==> config.mk <==
export PLATFORM = sky130hd
export DESIGN_NAME = mem_bus_sequencer
export DESIGN_NICKNAME = d
export VERILOG_FILES = /design/src/rtl/mem_bus_sequencer.sv
export SDC_FILE = /design/constraint.sdc
export NUM_CORES = 1
export LEC_CHECK = 0
export CAP_MARGIN = 15
export CORE_ASPECT_RATIO = 1.5
export CORE_MARGIN = 3
export CORE_UTILIZATION = 45
export DETAILED_ROUTE_END_ITERATION = 10
export PLACE_DENSITY = 0.85
export SYNTH_ARGS = -nofsm -noshare
export SYNTH_HDL_FRONTEND = slang
export SYNTH_SLANG_ARGS = --single-unit
==> constraint.sdc <==
create_clock -name clk -period 3.7 [get_ports clk]
set_input_delay 0.74 -clock clk [delete_from_list [all_inputs] [get_ports clk]]
set_output_delay 0.74 -clock clk [all_outputs]
set_load 0.02 [all_outputs]
==> src/rtl/mem_bus_sequencer.sv <==
// Multi-cycle fetch/data sequencer between the MIPS core and one Avalon-style memory port.
// Latency: 3 cycles per instruction, 4 with a data access, +1 per waitrequest cycle; stalls on mem_waitrequest.
// Backpressure: address/strobes held while mem_waitrequest=1; MAX_WAIT stalled cycles trip a sticky bus_error and HALT.
module mem_bus_sequencer #(
    parameter logic [7:0] MAX_WAIT = 8'd255
) (
    input  logic        clk,
    input  logic        reset,
    input  logic        cpu_active,
    input  logic [31:0] cpu_pc,
    input  logic [31:0] cpu_data_address,
    input  logic        cpu_data_read,
    input  logic        cpu_data_write,
    input  logic [31:0] cpu_data_out,
    output logic [31:0] instr,
    output logic [31:0] data_in,
    output logic        clock_enable,
    output logic [31:0] mem_address,
    output logic        mem_read,
    output logic        mem_write,
    output logic [31:0] mem_writedata,
    output logic [3:0]  mem_byteenable,
    input  logic        mem_waitrequest,
    input  logic [31:0] mem_readdata,
    output logic        bus_error
);

    typedef enum logic [2:0] {
        S_IDLE,
        S_FETCH,
        S_DECODE,
        S_DATA,
        S_EXEC,
        S_HALT
    } state_t;

    state_t      state_q, state_d;
    logic [31:0] instr_q, instr_d;
    logic [31:0] data_in_q, data_in_d;
    logic [31:0] mem_address_q, mem_address_d;
    logic [31:0] mem_writedata_q, mem_writedata_d;
    logic        mem_read_q, mem_read_d;
    logic        mem_write_q, mem_write_d;
    logic        clock_enable_q, clock_enable_d;
    logic        bus_error_q, bus_error_d;
    logic [7:0]  wait_cnt_q, wait_cnt_d;
    logic        timeout;

    // Compare in 9 bits so the incremented count never wraps below MAX_WAIT.
    assign timeout = (MAX_WAIT != 8'd0) &&
                     (({1'b0, wait_cnt_q} + 9'd1) >= {1'b0, MAX_WAIT});

    always_comb begin
        state_d         = state_q;
        instr_d         = instr_q;
        data_in_d       = data_in_q;
        mem_address_d   = mem_address_q;
        mem_writedata_d = mem_writedata_q;
        mem_read_d      = mem_read_q;
        mem_write_d     = mem_write_q;
        clock_enable_d  = 1'b0;
        bus_error_d     = bus_error_q;
        wait_cnt_d      = wait_cnt_q;

        case (state_q)
            S_IDLE, S_EXEC: begin
                if (cpu_active) begin
                    state_d       = S_FETCH;
                    mem_address_d = {cpu_pc[31:2], 2'b00};
                    mem_read_d    = 1'b1;
                    wait_cnt_d    = 8'd0;
                end else begin
                    state_d = S_IDLE;
                end
            end
            S_FETCH, S_DATA: begin
                if (mem_waitrequest) begin
                    if (timeout) begin
                        state_d     = S_HALT;
                        mem_read_d  = 1'b0;
                        mem_write_d = 1'b0;
                        bus_error_d = 1'b1;
                    end else if (wait_cnt_q != 8'hFF) begin
                        wait_cnt_d = wait_cnt_q + 8'd1;
                    end
                end else if (state_q == S_FETCH) begin
                    state_d    = S_DECODE;
                    instr_d    = mem_readdata;
                    mem_read_d = 1'b0;
                end else begin
                    if (mem_read_q) begin
                        data_in_d = mem_readdata;
                    end
                    state_d        = S_EXEC;
                    mem_read_d     = 1'b0;
                    mem_write_d    = 1'b0;
                    clock_enable_d = 1'b1;
                end
            end
            S_DECODE: begin
                if (cpu_data_read) begin
                    state_d       = S_DATA;
                    mem_address_d = {cpu_data_address[31:2], 2'b00};
                    mem_read_d    = 1'b1;
                    wait_cnt_d    = 8'd0;
                end else if (cpu_data_write) begin
                    state_d         = S_DATA;
                    mem_address_d   = {cpu_data_address[31:2], 2'b00};
                    mem_write_d     = 1'b1;
                    mem_writedata_d = cpu_data_out;
                    wait_cnt_d      = 8'd0;
                end else begin
                    state_d        = S_EXEC;
                    clock_enable_d = 1'b1;
                end
            end
            S_HALT: begin
                state_d = S_HALT;
            end
            default: begin
                state_d     = S_IDLE;
                mem_read_d  = 1'b0;
                mem_write_d = 1'b0;
            end
        endcase
    end

    always_ff @(posedge clk or negedge reset) begin
        if (!reset) begin
            state_q         <= S_IDLE;
            instr_q         <= 32'd0;
            data_in_q       <= 32'd0;
            mem_address_q   <= 32'd0;
            mem_writedata_q <= 32'd0;
            mem_read_q      <= 1'b0;
            mem_write_q     <= 1'b0;
            clock_enable_q  <= 1'b0;
            bus_error_q     <= 1'b0;
            wait_cnt_q      <= 8'd0;
        end else begin
            state_q         <= state_d;
            instr_q         <= instr_d;
            data_in_q       <= data_in_d;
            mem_address_q   <= mem_address_d;
            mem_writedata_q <= mem_writedata_d;
            mem_read_q      <= mem_read_d;
            mem_write_q     <= mem_write_d;
            clock_enable_q  <= clock_enable_d;
            bus_error_q     <= bus_error_d;
            wait_cnt_q      <= wait_cnt_d;
        end
    end

    assign instr          = instr_q;
    assign data_in        = data_in_q;
    assign clock_enable   = clock_enable_q;
    assign mem_address    = mem_address_q;
    assign mem_read       = mem_read_q;
    assign mem_write      = mem_write_q;
    assign mem_writedata  = mem_writedata_q;
    assign mem_byteenable = 4'hF;
    assign bus_error      = bus_error_q;

endmodule
# ---- Yosys cells after proc, flatten, opt, wreduce, memory -nomap -nowiden
# Index checks and enable logic that the tools add are counted.
dict set report totals {
  elab_cells 81
  input_bits 134
  regBits 143
  out_inout_bits 136
  latch_bits 0
  memories 0
  mem_bits_ro 0
  mem_bits_rw 0
}
dict set report classes {
  addsub 2
  n_mux 33
  n_div 0
  n_lt_le_gt_ge 1
  reduce_logical 14
  shift 0
  bitwise 5
  multipliers 0
  n_eq_ne 16
}
# cell n
set ops {}
lappend ops {{32-bit two-way mux} 3}
lappend ops {{32-bit one-hot mux with 2 select lines} 1}
lappend ops {{8-bit two-way mux} 6}
lappend ops {{8-bit one-hot mux with 3 select lines} 1}
lappend ops {{3-bit two-way mux} 5}
lappend ops {{2-bit inequality test (second input constant)} 7}
lappend ops {{1-bit two-way mux} 13}
lappend ops {{3-bit one-hot mux with 4 select lines} 1}
lappend ops {{3-bit AND reduction} 4}
lappend ops {{8-bit by 1-bit adder with 9-bit output (second input constant)} 1}
lappend ops {{9-bit by 8-bit >= comparator with 1-bit output (second input constant)} 1}
lappend ops {{3-bit inequality test (second input constant)} 3}
lappend ops {{8-bit by 1-bit adder with 8-bit output (second input constant)} 1}
lappend ops {{8-bit inequality test (second input constant)} 1}
lappend ops {{4-bit AND reduction} 2}
lappend ops {{3-bit by 2-bit equality test with 1-bit output (second input constant)} 2}
lappend ops {{3-bit equality test (second input constant)} 2}
lappend ops {{6-bit AND reduction} 1}
lappend ops {{1-bit inverter} 5}
lappend ops {{5-bit AND reduction} 1}
lappend ops {{1-bit one-hot mux with 4 select lines} 1}
lappend ops {{2-bit OR reduction} 2}
lappend ops {{3-bit by 1-bit equality test with 1-bit output (second input constant)} 1}
lappend ops {{3-bit zero test} 1}
lappend ops {{5 further kinds} 5}

# ---- Logic depth before layout (Yosys ltp)
dict set report depth {
  depth_word 5
  depth_mapped 8
  depth_no_buf 7
}

# ---- Worst setup path after synthesis
# OpenSTA, ideal clock, no wires.
dict set report synth_timing {
  path_kind {register to register}
  from {register wait_cnt_q[0]}
  to {register wait_cnt_q[6]}
  path_slack_ns 1.778
  n_path_buf 0
  setup_time_ns 0.080
  synth_period_minus_slack_ns 1.922
  t_required_ns 3.620
  stages_incl_launch_ff 7
  t_arrival_ns 1.841
  cell_sequence {dfrtp_1 > ha_1 > and3_4 > a211oi_2 > o21ai_1 > or4_1 > o211ai_2}
}
dict set report synth_via {
  elab_chain_len 5
  elab_cells_between_ends 11
  cone_classes {add/sub: 2; order compare: 1; eq/ne: 3; mux: 4; reduce/logical: 1}
}
# element line_no
set synth_rtl {}
lappend synth_rtl {{start: declaration} 46} ;# logic [7:0] wait_cnt_q, wait_cnt_d;
lappend synth_rtl {{start signal: assignment} 150} ;# wait_cnt_q <= wait_cnt_d;
lappend synth_rtl {{parallel branches: the longest is 5 deep, another holds 8-bit by 1-bit adder with 9-bit output} --}
# Several ways; the timed one is not identified. The select of a mux whose other input is x is not followed.
# A chain may end at the register's enable or synchronous reset.

# ---- Worst setup path in the final report
dict set report layout_timing {
  from {input mem_waitrequest}
  to {register wait_cnt_q[6]}
}
dict set report layout_via {
  elab_chain_len 2
}
# element line_no
set layout_rtl {}
lappend layout_rtl {{start: declaration} 23} ;# input logic mem_waitrequest,
lappend layout_rtl {{2-bit inequality test (no line)} --}
lappend layout_rtl {{6-bit AND reduction (no line)} --}
# No other way between the ends.

==> metrics <==
fmax between 400 and 500 MHz; TritonCTS clock tree done; commonest non-fill, non-tap cells in the layout 258 x clkdlybuf4s50_1, 141 x dfrtp_1, 93 x mux2_2; unrepaired setup endpoints after global routing false; Worst-Skew Late Latency ~0.41 ns; fin. max-slew vios 0; largest net degree at the start of global routing 79; I/O Buffers 259; Worst Tran Pin Value 0.717 ns; total power per unit cell area 911 mW/mm^2; Worst Hold Class in2async; clock-pin slew on the worst setup and hold paths roughly 0.060 ns; FF-to-FF path depth 5; Initial Util 46.6%; largest fanout on the critical path 5; Final Wtd Congestion 0.813; post-detailed-route count of antenna-violating nets 0; HPWL Detailed 12100 um; footprint of the multi-input gates 0.00223 mm^2; Worst VDD drop 0.528 mV; WL final 16500 um; drt pass-1 iters 4; vias in the first global route 4976; status finished clean; max-cap violations 0; share of cells above drive strength 1 20.8%; commonest non-fill, non-tap cell in the layout clkdlybuf4s50_1; LEAKAGE 3.81 nW; Synth Cell Area 0.00592 mm^2; die area 0.0146 mm^2; DRC Markers 0; postcts setup bufs 0; FF-to-FF setup slack 1.49 ns; final setup vio count 0; CTS Root Cell clkbuf_16; Routed wire per std cell approximately 19 um; Fin Setup TNS 0 ns; Via density ~5.2; via count 4466; Critical Path AT 2.61 ns; GRT Total Usage 23.1%; initial DRC count 113; Layout Skew 0.00895 ns; reg-to-reg startpoint state_q[0]; Syn Area/Cell 13.6 um^2; crit path time final 2.28 ns; ranking of synthesized cells by area dfrtp_1 60%, mux2_2 18%, mux2i_1 5.2%; Gates resized, CTS repair 0; Fin. Hold Viols 0; Ports 270; Die Wd 99.6 um; Reg-to-Reg End data_in[30]; # nets final approximately 830; initial antenna violation count 1; CP startpoint kind input port; CTS buffer count 17; Yosys reg bits 141; clock sink total 141; period utilization 61.7%; post-layout util 72.6%; Core Footprint around 0.013 mm^2; global route overflow 0; register area 0.00353 mm^2; Rows 50; # fillers just under 900; CP Capture Type flop; Longest Clk Path Bufs 2; Slew HR 52.2%; number of distinct library cells after synthesis 45; Vert. Die Dim between 100 and 150 um; CP Class in2reg; yosys warns 0; Power, Total between 0.008 and 0.009 W; cts hold-fix bufs 0; post-synthesis sequential area ratio 59.6%; largest area contributor in the netlist dfrtp_1; global-route wire length before repair ~26000 um; WP data required 4.02 ns; cells after synthesis approximately 440; H-tree Lvls 4; area grow syn2layout 55.7%; area fraction of the dominant cell type after synthesis 59.6%
[how the worst max path moves through the flow]
| stage | start | end | slack, ns | depth (start not counted) |
|---|---|---|---|---|
| global route | state_q[0] | data_in[30] | 1.34 | 5 |
| global placement | mem_waitrequest | wait_cnt_q[6] | 1.12 | 6 |
| floorplan | wait_cnt_q[0] | wait_cnt_q[6] | 1.78 | 6 |
| detailed placement | mem_waitrequest | wait_cnt_q[6] | 1.04 | 6 |
| finish | mem_waitrequest | wait_cnt_q[6] | 1.42 | 6 |
| CTS | mem_waitrequest | wait_cnt_q[6] | 1.46 | 6 |
[report_power, final]
part           internal, W  total, W  switching [W]
combinational      0.00203   0.00403        0.00200
sequential         0.00228   0.00273       0.000450
clock             0.000989   0.00164       0.000650
total              0.00530   0.00840        0.00310
[critical path, stage by stage]
cell,delay [ns]
clkdlybuf4s50_1,0.62
inv_1,0.11
a211oi_2,0.28
o21ai_1,0.23
or4_1,0.53
o211ai_2,0.09
[synthesized netlist by cell type (all sizes together)]
| master | n |
|---|---|
| a211oi | 1 |
| a21oi | 40 |
| a221o | 1 |
| a31oi | 3 |
| a41oi | 2 |
| and3 | 4 |
| and4 | 1 |
| buf | 25 |
| clkbuf | 6 |
| conb | 2 |
| dfrtp | 141 |
| ha | 2 |
| inv | 5 |
| mux2 | 97 |
| mux2i | 31 |
| nand2 | 4 |
| nand2b | 5 |
| nand3 | 5 |
| nand3b | 2 |
| nand4 | 1 |
| nor2 | 35 |
| nor2b | 1 |
| nor3 | 4 |
| o211ai | 2 |
| o21a | 5 |
| o21ai | 3 |
| o221ai | 2 |
| o31ai | 1 |
| or2 | 2 |
| or4 | 1 |
| xnor2 | 1 |
| xor2 | 1 |
[sequential cells by signal (all words and copies together) (netlist names)]
signal         flops
state_q            3
mem_address       30
clock_enable       1
wait_cnt_q         8
mem_write          1
mem_read           1
bus_error          1
mem_writedata     32
instr             32
data_in           32
[cells by family after synthesis]
group	share of synthesized area (%)
AO/OA/AOI/OAI	6.72
XOR/XNOR	0.613
adder cells (fa/ha/maj)	0.423
buffers and inverters	3.36
flip-flops	59.6
multiplexers	23.8
other	0.127
AND/OR/NAND/NOR	5.35
[per-stage QoR]
step,instance area (um^2),cells,worst slack [ns],hold WS (ns)
finish,9210,863,1.42,0.354
floorplan,5930,440,1.78,0.444
CTS,9210,862,1.46,0.380
global route,9210,863,1.34,0.388
global placement,8630,830,1.12,0.461
detailed placement,8630,830,1.04,0.480
[metal layers]
layer	vias to the layer above	part of all wire (%)	track usage (%)
met2	182	57	42.7
met1	2211	34	23.2
met3	32	5.9	7.12
li1	2041	-	-
met4	0	3.1	10.3
met5	-	0	0
[layout make-up]
type	instances	share of cell area [%]
antenna	1	0.0272
clock buffer	22	5.15
clock inverter	10	1.13
inverter	5	0.204
multi-input combinational	263	24.2
sequential	141	38.3
tap	156	2.12
timing repair buffer	265	28.9
Note: power is estimated with default switching activity, not from simulation.
